==> src/rtl/mem_arbiter_if.sv <==
// Bus bundle between the cache requesters, the memory port and mem_arbiter.
// master = caches + memory side, slave = the arbiter.
interface mem_arbiter_if #(
  parameter int TAG_W   = 4,
  parameter int ADDR_W  = 32,
  parameter int BLOCK_W = 64
);
  logic               i_req_valid;
  logic [ADDR_W-1:0]  i_req_addr;
  logic               i_req_accepted;
  logic               d_req_valid;
  logic               d_req_store;
  logic [ADDR_W-1:0]  d_req_addr;
  logic [BLOCK_W-1:0] d_req_data;
  logic               d_req_accepted;
  logic [TAG_W-1:0]   req_tag;
  logic [1:0]         mem_command;
  logic [ADDR_W-1:0]  mem_addr;
  logic [BLOCK_W-1:0] mem_wdata;
  logic [TAG_W-1:0]   mem_resp_tag;
  logic [BLOCK_W-1:0] mem_data;
  logic [TAG_W-1:0]   mem_data_tag;
  logic [TAG_W-1:0]   i_rsp_tag;
  logic [TAG_W-1:0]   d_rsp_tag;
  logic [BLOCK_W-1:0] rsp_data;
  logic [TAG_W-1:0]   i_outstanding;
  logic [TAG_W-1:0]   d_outstanding;
  logic               stray_tag_err;

  modport master (
    output i_req_valid, i_req_addr,
    output d_req_valid, d_req_store,
    output d_req_addr, d_req_data,
    output mem_resp_tag, mem_data,
    output mem_data_tag,
    input  i_req_accepted, d_req_accepted,
    input  req_tag, mem_command,
    input  mem_addr, mem_wdata,
    input  i_rsp_tag, d_rsp_tag,
    input  rsp_data, i_outstanding,
    input  d_outstanding, stray_tag_err
  );

  modport slave (
    input  i_req_valid, i_req_addr,
    input  d_req_valid, d_req_store,
    input  d_req_addr, d_req_data,
    input  mem_resp_tag, mem_data,
    input  mem_data_tag,
    output i_req_accepted, d_req_accepted,
    output req_tag, mem_command,
    output mem_addr, mem_wdata,
    output i_rsp_tag, d_rsp_tag,
    output rsp_data, i_outstanding,
    output d_outstanding, stray_tag_err
  );
endinterface

==> src/rtl/mem_arbiter.sv <==
// Memory port arbiter between icache and dcache with an
// anti-starvation priority FSM and a tag-ownership table.
module mem_arbiter #(
  parameter int NUM_TAGS     = 15,
  parameter int TAG_W        = 4,
  parameter int ADDR_W       = 32,
  parameter int BLOCK_W      = 64,
  parameter int STARVE_LIMIT = 4
) (
  input  logic         clock,
  input  logic         reset,
  mem_arbiter_if.slave bus
);

  localparam int CNT_W = $clog2(STARVE_LIMIT + 1);
  localparam logic [CNT_W-1:0] STARVE_MAX =
    CNT_W'(STARVE_LIMIT);
  localparam logic [TAG_W-1:0] MAX_TAG =
    TAG_W'(NUM_TAGS);
  localparam logic [1:0] CMD_NONE  = 2'd0;
  localparam logic [1:0] CMD_LOAD  = 2'd1;
  localparam logic [1:0] CMD_STORE = 2'd2;

  typedef enum logic {PRIO_D, PRIO_I} prio_e;

  prio_e              r_state;
  logic [CNT_W-1:0]   r_starve;
  logic [NUM_TAGS-1:0] r_tv;
  logic [NUM_TAGS-1:0] r_town;
  logic [TAG_W-1:0]   r_iout;
  logic [TAG_W-1:0]   r_dout;
  logic               r_stray;

  logic             w_gnt_i;
  logic             w_gnt_d;
  logic             w_rt_nz;
  logic             w_rt_ok;
  logic             w_acc_i;
  logic             w_acc_d;
  logic             w_alloc_i;
  logic             w_alloc_d;
  logic             w_dt_nz;
  logic             w_dt_ok;
  logic             w_hit;
  logic             w_ret_i;
  logic             w_ret_d;
  logic [TAG_W-1:0] w_aidx;
  logic [TAG_W-1:0] w_didx;
  logic [CNT_W-1:0] w_starve_nxt;

  assign w_gnt_i = bus.i_req_valid &&
    (!bus.d_req_valid || r_state == PRIO_I);
  assign w_gnt_d = bus.d_req_valid && !w_gnt_i;

  always_comb begin
    bus.mem_command = CMD_NONE;
    bus.mem_addr    = '0;
    bus.mem_wdata   = '0;
    unique case (1'b1)
      w_gnt_i: begin
        bus.mem_command = CMD_LOAD;
        bus.mem_addr    = bus.i_req_addr;
      end
      w_gnt_d: begin
        bus.mem_command = bus.d_req_store ?
          CMD_STORE : CMD_LOAD;
        bus.mem_addr    = bus.d_req_addr;
        bus.mem_wdata   = bus.d_req_data;
      end
      default: ;
    endcase
  end

  assign w_rt_nz = |bus.mem_resp_tag;
  assign w_rt_ok = w_rt_nz &&
    (bus.mem_resp_tag <= MAX_TAG);
  assign w_acc_i = w_gnt_i && w_rt_nz;
  assign w_acc_d = w_gnt_d && w_rt_nz;
  assign bus.i_req_accepted = w_acc_i;
  assign bus.d_req_accepted = w_acc_d;
  assign bus.req_tag =
    (w_acc_i || w_acc_d) ? bus.mem_resp_tag : '0;

  assign w_alloc_i = w_acc_i && w_rt_ok;
  assign w_alloc_d = w_acc_d && w_rt_ok &&
    !bus.d_req_store;

  assign w_aidx  = bus.mem_resp_tag - TAG_W'(1);
  assign w_didx  = bus.mem_data_tag - TAG_W'(1);
  assign w_dt_nz = |bus.mem_data_tag;
  assign w_dt_ok = w_dt_nz &&
    (bus.mem_data_tag <= MAX_TAG);
  assign w_hit   = w_dt_ok && r_tv[w_didx];
  assign w_ret_i = w_hit && !r_town[w_didx];
  assign w_ret_d = w_hit && r_town[w_didx];

  assign bus.i_rsp_tag =
    w_ret_i ? bus.mem_data_tag : '0;
  assign bus.d_rsp_tag =
    w_ret_d ? bus.mem_data_tag : '0;
  assign bus.rsp_data      = bus.mem_data;
  assign bus.i_outstanding = r_iout;
  assign bus.d_outstanding = r_dout;
  assign bus.stray_tag_err = r_stray;

  always_comb begin
    w_starve_nxt = r_starve;
    if (!bus.i_req_valid || w_acc_i)
      w_starve_nxt = '0;
    else if (r_starve != STARVE_MAX)
      w_starve_nxt = r_starve + CNT_W'(1);
  end

  // Entering PRIO_I on the next-count lets the icache win the cycle
  // right after its last lost cycle.
  always_ff @(posedge clock) begin
    if (reset) begin
      r_state  <= PRIO_D;
      r_starve <= '0;
    end else begin
      r_starve <= w_starve_nxt;
      unique case (r_state)
        PRIO_D:
          if (w_starve_nxt == STARVE_MAX)
            r_state <= PRIO_I;
        PRIO_I:
          if (w_acc_i || !bus.i_req_valid)
            r_state <= PRIO_D;
        default: r_state <= PRIO_D;
      endcase
    end
  end

  // Allocation is written after the return clear so a same-cycle
  // reuse of a tag ends up owned by the new requester.
  always_ff @(posedge clock) begin
    if (reset) begin
      r_tv    <= '0;
      r_town  <= '0;
      r_iout  <= '0;
      r_dout  <= '0;
      r_stray <= 1'b0;
    end else begin
      if (w_hit)
        r_tv[w_didx] <= 1'b0;
      if (w_alloc_i || w_alloc_d) begin
        r_tv[w_aidx]   <= 1'b1;
        r_town[w_aidx] <= w_alloc_d;
      end
      if (w_dt_nz && !w_hit)
        r_stray <= 1'b1;
      r_iout <= r_iout + TAG_W'(w_alloc_i)
                - TAG_W'(w_ret_i);
      r_dout <= r_dout + TAG_W'(w_alloc_d)
                - TAG_W'(w_ret_d);
    end
  end

endmodule

==> src/flat_wrapper.sv <==
// flat-port wrapper written by rule: the top's interface ports become plain ports
module mem_arbiter_flat 
#(
  parameter int NUM_TAGS     = 15,
  parameter int TAG_W        = 4,
  parameter int ADDR_W       = 32,
  parameter int BLOCK_W      = 64,
  parameter int STARVE_LIMIT = 4
)
  (clock, reset, bus_i_req_valid, bus_i_req_addr, bus_d_req_valid, bus_d_req_store, bus_d_req_addr, bus_d_req_data, bus_mem_resp_tag, bus_mem_data, bus_mem_data_tag, bus_i_req_accepted, bus_d_req_accepted, bus_req_tag, bus_mem_command, bus_mem_addr, bus_mem_wdata, bus_i_rsp_tag, bus_d_rsp_tag, bus_rsp_data, bus_i_outstanding, bus_d_outstanding, bus_stray_tag_err);
  mem_arbiter_if #(.TAG_W(TAG_W), .ADDR_W(ADDR_W), .BLOCK_W(BLOCK_W)) bus_i ();
  input  logic clock;
  input  logic reset;
  input wire logic [$bits(bus_i.i_req_valid)-1:0] bus_i_req_valid;
  input wire logic [$bits(bus_i.i_req_addr)-1:0] bus_i_req_addr;
  input wire logic [$bits(bus_i.d_req_valid)-1:0] bus_d_req_valid;
  input wire logic [$bits(bus_i.d_req_store)-1:0] bus_d_req_store;
  input wire logic [$bits(bus_i.d_req_addr)-1:0] bus_d_req_addr;
  input wire logic [$bits(bus_i.d_req_data)-1:0] bus_d_req_data;
  input wire logic [$bits(bus_i.mem_resp_tag)-1:0] bus_mem_resp_tag;
  input wire logic [$bits(bus_i.mem_data)-1:0] bus_mem_data;
  input wire logic [$bits(bus_i.mem_data_tag)-1:0] bus_mem_data_tag;
  output wire logic [$bits(bus_i.i_req_accepted)-1:0] bus_i_req_accepted;
  output wire logic [$bits(bus_i.d_req_accepted)-1:0] bus_d_req_accepted;
  output wire logic [$bits(bus_i.req_tag)-1:0] bus_req_tag;
  output wire logic [$bits(bus_i.mem_command)-1:0] bus_mem_command;
  output wire logic [$bits(bus_i.mem_addr)-1:0] bus_mem_addr;
  output wire logic [$bits(bus_i.mem_wdata)-1:0] bus_mem_wdata;
  output wire logic [$bits(bus_i.i_rsp_tag)-1:0] bus_i_rsp_tag;
  output wire logic [$bits(bus_i.d_rsp_tag)-1:0] bus_d_rsp_tag;
  output wire logic [$bits(bus_i.rsp_data)-1:0] bus_rsp_data;
  output wire logic [$bits(bus_i.i_outstanding)-1:0] bus_i_outstanding;
  output wire logic [$bits(bus_i.d_outstanding)-1:0] bus_d_outstanding;
  output wire logic [$bits(bus_i.stray_tag_err)-1:0] bus_stray_tag_err;
  assign bus_i.i_req_valid = bus_i_req_valid;
  assign bus_i.i_req_addr = bus_i_req_addr;
  assign bus_i.d_req_valid = bus_d_req_valid;
  assign bus_i.d_req_store = bus_d_req_store;
  assign bus_i.d_req_addr = bus_d_req_addr;
  assign bus_i.d_req_data = bus_d_req_data;
  assign bus_i.mem_resp_tag = bus_mem_resp_tag;
  assign bus_i.mem_data = bus_mem_data;
  assign bus_i.mem_data_tag = bus_mem_data_tag;
  assign bus_i_req_accepted = bus_i.i_req_accepted;
  assign bus_d_req_accepted = bus_i.d_req_accepted;
  assign bus_req_tag = bus_i.req_tag;
  assign bus_mem_command = bus_i.mem_command;
  assign bus_mem_addr = bus_i.mem_addr;
  assign bus_mem_wdata = bus_i.mem_wdata;
  assign bus_i_rsp_tag = bus_i.i_rsp_tag;
  assign bus_d_rsp_tag = bus_i.d_rsp_tag;
  assign bus_rsp_data = bus_i.rsp_data;
  assign bus_i_outstanding = bus_i.i_outstanding;
  assign bus_d_outstanding = bus_i.d_outstanding;
  assign bus_stray_tag_err = bus_i.stray_tag_err;
  mem_arbiter #(.NUM_TAGS(NUM_TAGS), .TAG_W(TAG_W), .ADDR_W(ADDR_W), .BLOCK_W(BLOCK_W), .STARVE_LIMIT(STARVE_LIMIT)) u_core (.clock(clock), .reset(reset), .bus(bus_i));
endmodule
==> config.mk <==
export PLATFORM = sky130hd
export DESIGN_NAME = mem_arbiter_flat
export DESIGN_NICKNAME = d
export VERILOG_FILES = /design/src/rtl/mem_arbiter_if.sv /design/src/rtl/mem_arbiter.sv /design/src/flat_wrapper.sv
export SDC_FILE = /design/constraint.sdc
export NUM_CORES = 1
export LEC_CHECK = 0
export CAP_MARGIN = 0
export CELL_PAD_IN_SITES_DETAIL_PLACEMENT = 2
export CELL_PAD_IN_SITES_GLOBAL_PLACEMENT = 2
export CORE_MARGIN = 2
export CORE_UTILIZATION = 15
export CTS_CLUSTER_SIZE = 8
export DETAILED_ROUTE_END_ITERATION = 16
export PLACE_DENSITY_LB_ADDON = 0.1
export SLEW_MARGIN = 30
export SYNTH_ARGS = -nofsm -noshare
export SYNTH_HDL_FRONTEND = slang
export SYNTH_SLANG_ARGS = --single-unit
==> constraint.sdc <==
create_clock -name clock -period 10.2 [get_ports clock]
set_input_delay 1.53 -clock clock [delete_from_list [all_inputs] [get_ports clock]]
set_output_delay 1.53 -clock clock [all_outputs]
set_load 0.02 [all_outputs]
==> impl_metrics.toml, run 1 <==
[placement]
portBuffers = 261
dp_hpwl_mm = 16.5
placed_area_um2 = 6390
dp_slack_ns = 3.36
place_congestion = 0.775
dp.cells = 1035

[setup_path]
critical_path_class = "in2out"
cp_slowest_cell = "clkdlybuf4s50_1"
r2r-end = "u_core.bus.i_outstanding[3]$_SDFF_PP0_"
r2r_start = "u_core.r_town[7]$_SDFFE_PP0P_"
rr_worst_depth = 10
startpoint_type = "input port"
startpoint = "bus_mem_data_tag[0]"
cpPeakStageDelay_ns = 0.89
reg2reg_setup_slack_ns = 7.16
cp.required_ns = 8.67
cpMostUsedCell = "clkdlybuf4s50_1"
crit_fanout = 14
cp-end-kind = "output port"
critical_path.endpoint = "bus_i_rsp_tag[1]"
cp_cell_sequence = "clkdlybuf4s50_1 -> inv_1 -> ha_1 -> mux2i_1 -> a311oi_1 -> o211ai_1 -> nand2b_1 -> nor4b_2 -> clkdlybuf4s50_1"
crit_arrival_ns = 5.25

[detailed_routing]
wl_per_cell_um = 18.7
dr.pass1.iters = 4
final_antenna_net_count = 0
wl_met3_mm = 2.27
drt-total-wl_mm = 19.5
wl_met1_mm = 7.37
dr.max_layer_used = "met5"
route.detailed.drc = 0
drt-initial-drc-count = 122
wl_met2_mm = 9.69
viasPerCell = 4.11
vias = 4290

[die]
initial_utilization_pct = 15.2
row_count = 59
coreArea_um2 = 25800
io_pins = 390
die_x_um = 166
die_y_um = 166
dieArea_um2 = 27400

[yosys]
yosysTopAreaCell = "dfxtp_1"
synth_most_common_cell = "nand2_1"
synth_seq_cells = 43
synth_edf_count = 0
syn_inst = 530
syn_nets = 752
ys.flop_type = "dfxtp_1"
yosysSeqAreaShare_pct = 22.0
syn_area_um2 = 3920
synth_warnings = 0
avgSynthCellArea_um2 = 7.39
synth_area_leaders = "dfxtp_1, buf_4, and2_1, nand2_1, nand3_1"
postSynth.asyncResetShare_pct = 0
synth_cell_types = 53
synth_common_cells = "nand2_1, and2_1, buf_4, dfxtp_1, nand3_1"
synth.top_cell.area_share_pct = 22.0

[clock_network]
clock_sinks = 43
cts.clk_slew.worst_paths_ns = 0.06
cts_tree = "done"
cts_root_buf = "clkbuf_16"
cts_inserted_buffers = 5
cts_hold_buf = 0
post_cts_resized = 0
clk_latency_ns = 0.29
cts_setup_buffers = 0
cts_max_path_buffers = 2
cts-htree-levels = 2

[global_routing]
antenna_found_initial = 8
grt-ovfl-total = 0
grt_pass1_wl_mm = 28.6
grt_pass1_vias = 4693
grt_max_degree = 67
groute.usage.overall_pct = 13.9

[cells_and_area]
final_cell_count_no_fill = 1045
finalInstanceArea_um2 = 6540
syn_to_final_growth_pct = 67.0
fin_nets = 929
drive_gt1_share_pct = 4.67
final_util_pct = 25.3

[timing]
setup_viol = 0
slew_violations = 0
period_minus_slack_ns = 6.78
max_slew_margin_pct = 53.9
skew_ns = 0.00449
fin_crit_sh_pct = 66.5
rsz0062_at_grt = "no"
fin_ws_ns = 3.42
tightest_slew_ns = 0.686
tns_ns = 0
hold_viol_final = 0
max_freq_mhz = 147

[min_path]
hold_path_class = "reg2reg"

[flow_run]
max_cap_viol_count = 0

[pwr]
power.leakage_nw = 2.54
pwr_density_cell_nw_per_um2 = 95.3
peakVddDrop_v = 0.0000600

[outcome]
outcome = "finished clean"
stage by stage:
| stage | hold slack (ns) | total power [mW] |
|---|---|---|
| after CTS | 0.469 | 0.639 |
| after global routing | 0.498 | 0.661 |
| after global placement | 0.453 | 0.465 |
| final | 0.456 | 0.623 |
| after detailed placement | 0.455 | 0.471 |
| after floorplan | 0.440 | 0.353 |
cell families (layout without fill, tap and decap cells):
logic type	after synthesis	after routing	synth area share [%]
compound gates	45	45	6.94
xor+xnor	8	8	1.79
fa+ha+maj	17	17	5.82
buf+inv	121	298	18.1
flops	43	43	22.0
mux	24	24	8.28
other cells	0	3	0
simple gates	272	272	37.1
critical path: cells and delay by family:
kind            cells  cell delay, ns
compound gates      2            0.50
buf+inv             3            1.82
fa+ha+maj           1            0.63
mux                 1            0.16
simple gates        2            0.61
layout by cell type, fill, tap and decap left out, types with 3 or more instances in the layout:
master | synthesis | layout
diode_2 | 0 | 3
o21ai_0 | 13 | 13
dfxtp_1 | 43 | 43
xnor2_1 | 3 | 3
and3_2 | 3 | 3
nor3b_1 | 5 | 5
a21oi_1 | 16 | 16
nor4b_2 | 4 | 4
mux4_2 | 4 | 4
nand2_1 | 72 | 72
clkbuf_16 | 0 | 5
nor2_1 | 40 | 39
nand3_1 | 42 | 42
xor2_1 | 5 | 5
mux2i_1 | 17 | 17
a211oi_1 | 3 | 3
nor2b_1 | 12 | 12
ha_1 | 15 | 15
nand2b_1 | 6 | 6
inv_1 | 23 | 23
and4b_1 | 3 | 3
buf_4 | 64 | 6
and2_1 | 66 | 66
nand4_1 | 5 | 5
clkdlybuf4s50_1 | 0 | 261
cell type report:
| class | instances | area, um2 |
|---|---|---|
| clock inverters | 1 | 5.00 |
| fillers | 3042 | 19300 |
| clock buffers | 6 | 139 |
| multi-input cells | 366 | 2360 |
| inverters | 24 | 90.1 |
| diodes | 3 | 7.51 |
| well taps | 335 | 419 |
| flip-flops and latches | 43 | 861 |
| repair buffers | 267 | 2660 |
layer usage:
metal	global-route usage (%)	vias to the layer above
met2	24.9	177
met5	0	-
li1	-	2039
met3	7.77	16
met4	1.92	10
met1	14.7	2048
sequential cells by signal (all words and copies together) (netlist names):
name / count
u_core.r_state: 1
u_core.bus.d_outstanding: 4
u_core.r_tv: 15
u_core.bus.stray_tag_err: 1
u_core.bus.i_outstanding: 4
u_core.r_town: 15
u_core.r_starve: 3
worst min path at each step:
stage	endpoint	from	cells past startpoint	slack [ns]
after floorplan	u_core.r_town[7]$_SDFFE_PP0P_	u_core.r_town[7]$_SDFFE_PP0P_	2	0.44
after CTS	u_core.bus.stray_tag_err$_SDFFE_PP0P_	u_core.bus.stray_tag_err$_SDFFE_PP0P_	2	0.47
after global routing	u_core.bus.stray_tag_err$_SDFFE_PP0P_	u_core.bus.stray_tag_err$_SDFFE_PP0P_	2	0.50
after global placement	u_core.bus.stray_tag_err$_SDFFE_PP0P_	u_core.bus.stray_tag_err$_SDFFE_PP0P_	2	0.45
after detailed placement	u_core.bus.stray_tag_err$_SDFFE_PP0P_	u_core.bus.stray_tag_err$_SDFFE_PP0P_	2	0.45
final	u_core.bus.stray_tag_err$_SDFFE_PP0P_	u_core.bus.stray_tag_err$_SDFFE_PP0P_	2	0.46
power by group:
| group | internal, mW | switching [mW] |
|---|---|---|
| Clock | 0.0956 | 0.0658 |
| Combinational | 0.143 | 0.133 |
| Sequential | 0.177 | 0.00780 |
| Total | 0.416 | 0.206 |
Power figures use the tool's default switching activity.
==> run 2: changes to the inputs <==
--- a/config.mk
+++ b/config.mk
@@ -9,7 +9,7 @@
 export CELL_PAD_IN_SITES_DETAIL_PLACEMENT = 2
 export CELL_PAD_IN_SITES_GLOBAL_PLACEMENT = 2
 export CORE_MARGIN = 2
-export CORE_UTILIZATION = 15
+export CORE_UTILIZATION = 14
 export CTS_CLUSTER_SIZE = 8
 export DETAILED_ROUTE_END_ITERATION = 16
 export PLACE_DENSITY_LB_ADDON = 0.1
==> constraint.sdc (replaced) <==
create_clock -name clock -period 6.8 [get_ports clock]
set_input_delay 1.02 -clock clock [delete_from_list [all_inputs] [get_ports clock]]
set_output_delay 1.02 -clock clock [all_outputs]
set_load 0.02 [all_outputs]
==> impl_metrics.toml, run 2 (same netlist as run 1, synthesis figures left out) <==
[detailed_routing]
vias = 4371
final_antenna_net_count = 0
route.detailed.drc = 0
dr.pass1.iters = 4
wl_per_cell_um = 18.6
viasPerCell = 4.00
drt-total-wl_mm = 20.3
drt-initial-drc-count = 94

[timing]
fin_crit_sh_pct = 85.4
period_minus_slack_ns = 5.81
max_slew_margin_pct = 54.6
hold_viol_final = 0
setup_viol = 0
rsz0062_at_grt = "no"
fin_ws_ns = 0.995
tns_ns = 0
skew_ns = 0.00403
max_freq_mhz = 172
slew_violations = 0
tightest_slew_ns = 0.676

[die]
coreArea_um2 = 27600
die_x_um = 171
initial_utilization_pct = 14.2
io_pins = 390
die_y_um = 171
dieArea_um2 = 29300
row_count = 61

[pwr]
power_mw = 0.983
seqPwrFrac_pct = 28.3
power.leakage_nw = 2.56
p_sw_share_pct = 32.3
pwr_density_cell_nw_per_um2 = 148
p_switching_mw = 0.318
peakVddDrop_v = 0.0000900
combPwrFrac_pct = 42.5
intPower_mw = 0.666
clkPwrFrac_pct = 29.2

[cells_and_area]
final_common_cell = "clkdlybuf4s50_1"
syn_to_final_growth_pct = 70.0
final_util_pct = 24.1
finalInstanceArea_um2 = 6660
fin_nets = 930
fill_cells = 3229
reg_top3 = "u_core.r_town: 15 flops, u_core.r_tv: 15 flops"
drive_gt1_share_pct = 4.94
layout_common_cells = "clkdlybuf4s50_1, nand2_1, and2_1"

[min_path]
hold_path_startpoint = "u_core.bus.stray_tag_err$_SDFFE_PP0P_"
hold_path_class = "reg2reg"

[setup_path]
startpoint_type = "input port"
crit_arrival_ns = 4.79
cpPeakStageDelay_ns = 0.88
cp-end-kind = "output port"
worst-path-buf-inv = 3
cp.required_ns = 5.78
critical_path_class = "in2out"
reg2reg_setup_slack_ns = 3.76
r2r_start = "u_core.r_town[8]$_SDFFE_PP0P_"
cp_cell_sequence = "clkdlybuf4s50_1 -> inv_1 -> ha_1 -> mux4_2 -> mux4_2 -> nor4b_2 -> clkdlybuf4s50_1"
crit_family = "buffers and inverters"
startpoint = "bus_mem_data_tag[0]"
cp_slowest_cell = "clkdlybuf4s50_1"
crit_fanout = 14

[clock_network]
cts_setup_buffers = 0
clock_sinks = 43
cts_tree = "done"
cts_root_buf = "clkbuf_16"
cts_inserted_buffers = 5
cts_max_path_buffers = 2
post_cts_resized = 0
cts-htree-levels = 2
cts_hold_buf = 0
clk_latency_ns = 0.29
cts.clk_slew.worst_paths_ns = 0.06

[outcome]
outcome = "finished clean"

[global_routing]
grt_pass1_wl_mm = 29.6
groute.usage.overall_pct = 13.5
grt_max_degree = 44
grt-ovfl-total = 0
grt_pass1_vias = 4794
antenna_found_initial = 9

[flow_run]
max_cap_viol_count = 0

[placement]
dp_slack_ns = 0.968
place_congestion = 0.802
placed_area_um2 = 6440
dp_hpwl_mm = 17.2
portBuffers = 261
run 2: cell count changes in the layout (fill, tap and decap cells not counted), sizes merged:
cell / change
buf: +1
diode: +2
bufinv: +1
run 2: final timing paths:
kind,endpoint,cells after the start
hold reg to reg,u_core.bus.stray_tag_err$_SDFFE_PP0P_,2
setup reg to reg,u_core.bus.i_outstanding[2]$_SDFF_PP0_,10
hold / removal,u_core.bus.stray_tag_err$_SDFFE_PP0P_,2
setup / recovery,bus_i_rsp_tag[1],7
run 2: worst reg2reg max path, delay by kind of cell (launching register included):
kind | cells | cell delay, ns
buffers and inverters | 2 | 0.12
flip-flops | 1 | 0.34
XOR/XNOR | 1 | 0.14
AND/OR/NAND/NOR | 2 | 0.39
adder cells (fa/ha/maj) | 3 | 0.84
multiplexers | 2 | 1.08
run 2: final cells by class:
class                   count  area [um2]  area share [%]
multi-input cells         366        2360            35.5
repair buffers            268        2690            40.3
clock buffers               6         139            2.09
inverters                  24        90.1            1.35
diodes                      5        12.5           0.188
flip-flops and latches     43         861            12.9
well taps                 378         473            7.11
clock inverters             2        35.0           0.526
run 2: metal layers:
metal	vias up	routed length, um	GRT usage [%]	part of all wire [%]
met4	10	204	2.28	1.0
met5	-	64	0	0.32
li1	2044	-	-	-
met1	2109	7370	14.0	36
met3	24	2190	6.90	11
met2	184	10400	24.7	52
run 2: per-stage QoR:
| step | hold WS, ns | std cells |
|---|---|---|
| global route | 0.498 | 1087 |
| global placement | 0.458 | 1078 |
| finish | 0.461 | 1092 |
| CTS | 0.472 | 1086 |
| floorplan | 0.440 | 530 |
| detailed placement | 0.457 | 1078 |
run 2: power by group through the flow:
stage / Sequential [mW] / Combinational, mW / Clock, mW
6_report: 0.278 / 0.417 / 0.287
5_1_grt: 0.280 / 0.454 / 0.313
4_1_cts: 0.279 / 0.427 / 0.300
3_5_place_dp: 0.284 / 0.424 / 0
3_3_place_gp: 0.284 / 0.417 / 0
2_1_floorplan: 0.294 / 0.235 / 0
==> run 3: changes to the inputs <==
--- a/config.mk
+++ b/config.mk
@@ -5,7 +5,7 @@
 export SDC_FILE = /design/constraint.sdc
 export NUM_CORES = 1
 export LEC_CHECK = 0
-export CAP_MARGIN = 0
+export CAP_MARGIN = 20
 export CELL_PAD_IN_SITES_DETAIL_PLACEMENT = 2
 export CELL_PAD_IN_SITES_GLOBAL_PLACEMENT = 2
 export CORE_MARGIN = 2
==> results of run 3 <==
No change in the layout: final DEF, timing and power equal those of run 2.
==> RTL edit, RTL diff (flow settings as in run 3) <==
`BLOCK_W` is set to 64 in 3 places; all go to 96.
--- a/src/rtl/mem_arbiter_if.sv
+++ b/src/rtl/mem_arbiter_if.sv
@@ -3,7 +3,7 @@
 interface mem_arbiter_if #(
   parameter int TAG_W   = 4,
   parameter int ADDR_W  = 32,
-  parameter int BLOCK_W = 64
+  parameter int BLOCK_W = 96
 );
   logic               i_req_valid;
   logic [ADDR_W-1:0]  i_req_addr;
--- a/src/rtl/mem_arbiter.sv
+++ b/src/rtl/mem_arbiter.sv
@@ -4,7 +4,7 @@
   parameter int NUM_TAGS     = 15,
   parameter int TAG_W        = 4,
   parameter int ADDR_W       = 32,
-  parameter int BLOCK_W      = 64,
+  parameter int BLOCK_W      = 96,
   parameter int STARVE_LIMIT = 4
 ) (
   input  logic         clock,
--- a/src/flat_wrapper.sv
+++ b/src/flat_wrapper.sv
@@ -4,7 +4,7 @@
   parameter int NUM_TAGS     = 15,
   parameter int TAG_W        = 4,
   parameter int ADDR_W       = 32,
-  parameter int BLOCK_W      = 64,
+  parameter int BLOCK_W      = 96,
   parameter int STARVE_LIMIT = 4
 )
   (clock, reset, bus_i_req_valid, bus_i_req_addr, bus_d_req_valid, bus_d_req_store, bus_d_req_addr, bus_d_req_data, bus_mem_resp_tag, bus_mem_data, bus_mem_data_tag, bus_i_req_accepted, bus_d_req_accepted, bus_req_tag, bus_mem_command, bus_mem_addr, bus_mem_wdata, bus_i_rsp_tag, bus_d_rsp_tag, bus_rsp_data, bus_i_outstanding, bus_d_outstanding, bus_stray_tag_err);
Ports: changed (resized bus_d_req_data, bus_mem_data, bus_mem_wdata and bus_rsp_data); port bits go from 390 to 518. No check against the original RTL was run, so the function may have changed too.
==> RTL edit against run 3 <==
Total power up 7.0%; area after synthesis up 12%; final area up 12%; routed wire length up 42%; critical path depth up 2; core utilization up 0.26 points; sequential cell count unchanged; setup slack better by 31 ps; critical path type unchanged; largest cell class unchanged; largest power group unchanged.
==> RTL edit: results (changes against run 3) <==
| Metric | Value |
|---|---|
| Syn Area/Cell | `7.20 um^2 (-2.5%)` |
| Initial antenna violation count | `10 (+1)` |
| Synthesized Nets | `894 (+19%)` |
| Comb power frac | `0.465 (+0.040)` |
| Multi-input logic cell count | `400 (+9.3%)` |
| Setup Skew | `5.95 ps (+1.92 ps)` |
| Wirelength, routed | `28.7 mm (+42%)` |
| Leakage power | `3.11 nW (+21%)` |
| CTS Buf Count | `5 (unchanged)` |
| Mapped Area | `4380 um^2 (+12%)` |
| DR iter-0 viols | `194 (+110%)` |
| Pin count of the biggest net entering global routing | `79 (+80%)` |
| GRT met3 Usage | `0.109 (+0.0398)` |
| Ant. Diodes | `6 (+1)` |
| Routed met2 length | `13.9 mm (+33%)` |
| Final #Nets | `1091 (+17%)` |
| Placed insts | `1194 (+11%)` |
| Net Switching | `0.000351 W (+11%)` |
| Seq pwr share | `0.264 (-0.019)` |
| Worst slew pin tran | `853 ps (+177 ps)` |
| Initial core utilization | `0.143 (+0.00109)` |
| Filler cells | `3516 (+8.9%)` |
| Run status | `finished clean` |
| First-pass GRT wire length | `40.9 mm (+38%)` |
| Met1 Use GR | `0.169 (+0.0291)` |
| Multi-input gate area | `2540 um^2 (+7.5%)` |
| HPWL Detailed | `25.0 mm (+45%)` |
| Seq/Total Area, Yosys | `0.197 (-0.0233)` |
| Top post-synthesis cells by area | `dfxtp_1 20%, buf_4 16%, and3_1 14%` |
| GP Congestion | `0.885 (+10%)` |
| Global Route met2 Usage | `0.293 (+0.0458)` |
| Power per cell area | `141 nW/um^2 (-4.6%)` |
| Number of port buffers | `325 (+25%)` |
| Root Buffer | `clkbuf_16` |
| Signal buf overhead | `0.441 (+0.0379)` |
| Gr usage total | `0.169 (+0.0334)` |
| Worst vdd ir | `0.0000742 V (-18%)` |
| Worst EP arrival | `4750 ps (-40 ps)` |
| Post-route cell area | `7470 um^2 (+12%)` |
| WL met1 | `10.4 mm (+40%)` |
| Commonest cells in the netlist | `97 x and3_1, 96 x buf_4, 77 x nand2_1` |
| Pre-CTS setup slack | `1010 ps (+46.1 ps)` |
| Share of layout cells above drive strength 1 | `0.0397 (-0.00966)` |
| Wire per inst | `23.8 um (+28%)` |
| Clock network area share | `0.0233 (-0.00284)` |
| Routed wl met3 | `3.83 mm (+75%)` |
| H-tree depth | `2 (unchanged)` |
| Non-Clock Buffer Count | `331 (+24%)` |
| Netlist cell types | `52 (-1.9%)` |
[RTL edit: worst paths after layout]
path / start / to / slack [ps] / cells past startpoint
setup / recovery: bus_mem_data_tag[0] / bus_i_rsp_tag[0] / 1030 / 9
hold / removal: u_core.r_tv[7]$_SDFF_PP0_ / u_core.r_tv[7]$_SDFF_PP0_ / 490 / 2
setup reg to reg: u_core.r_town[7]$_SDFFE_PP0P_ / u_core.bus.i_outstanding[2]$_SDFF_PP0_ / 3790 / 10
hold reg to reg: u_core.r_tv[7]$_SDFF_PP0_ / u_core.r_tv[7]$_SDFF_PP0_ / 490 / 2
[RTL edit: cells by family (layout without fill, tap and decap cells)]
family,count (synthesis),in the layout,share of synthesized area
AND/OR/NAND/NOR,307,307,0.373
buffers and inverters,165,363,0.227
flip-flops,43,43,0.197
AO/OA/AOI/OAI,42,42,0.0580
multiplexers,25,25,0.0763
adder cells (fa/ha/maj),17,17,0.0520
XOR/XNOR,9,9,0.0180
other,0,6,0
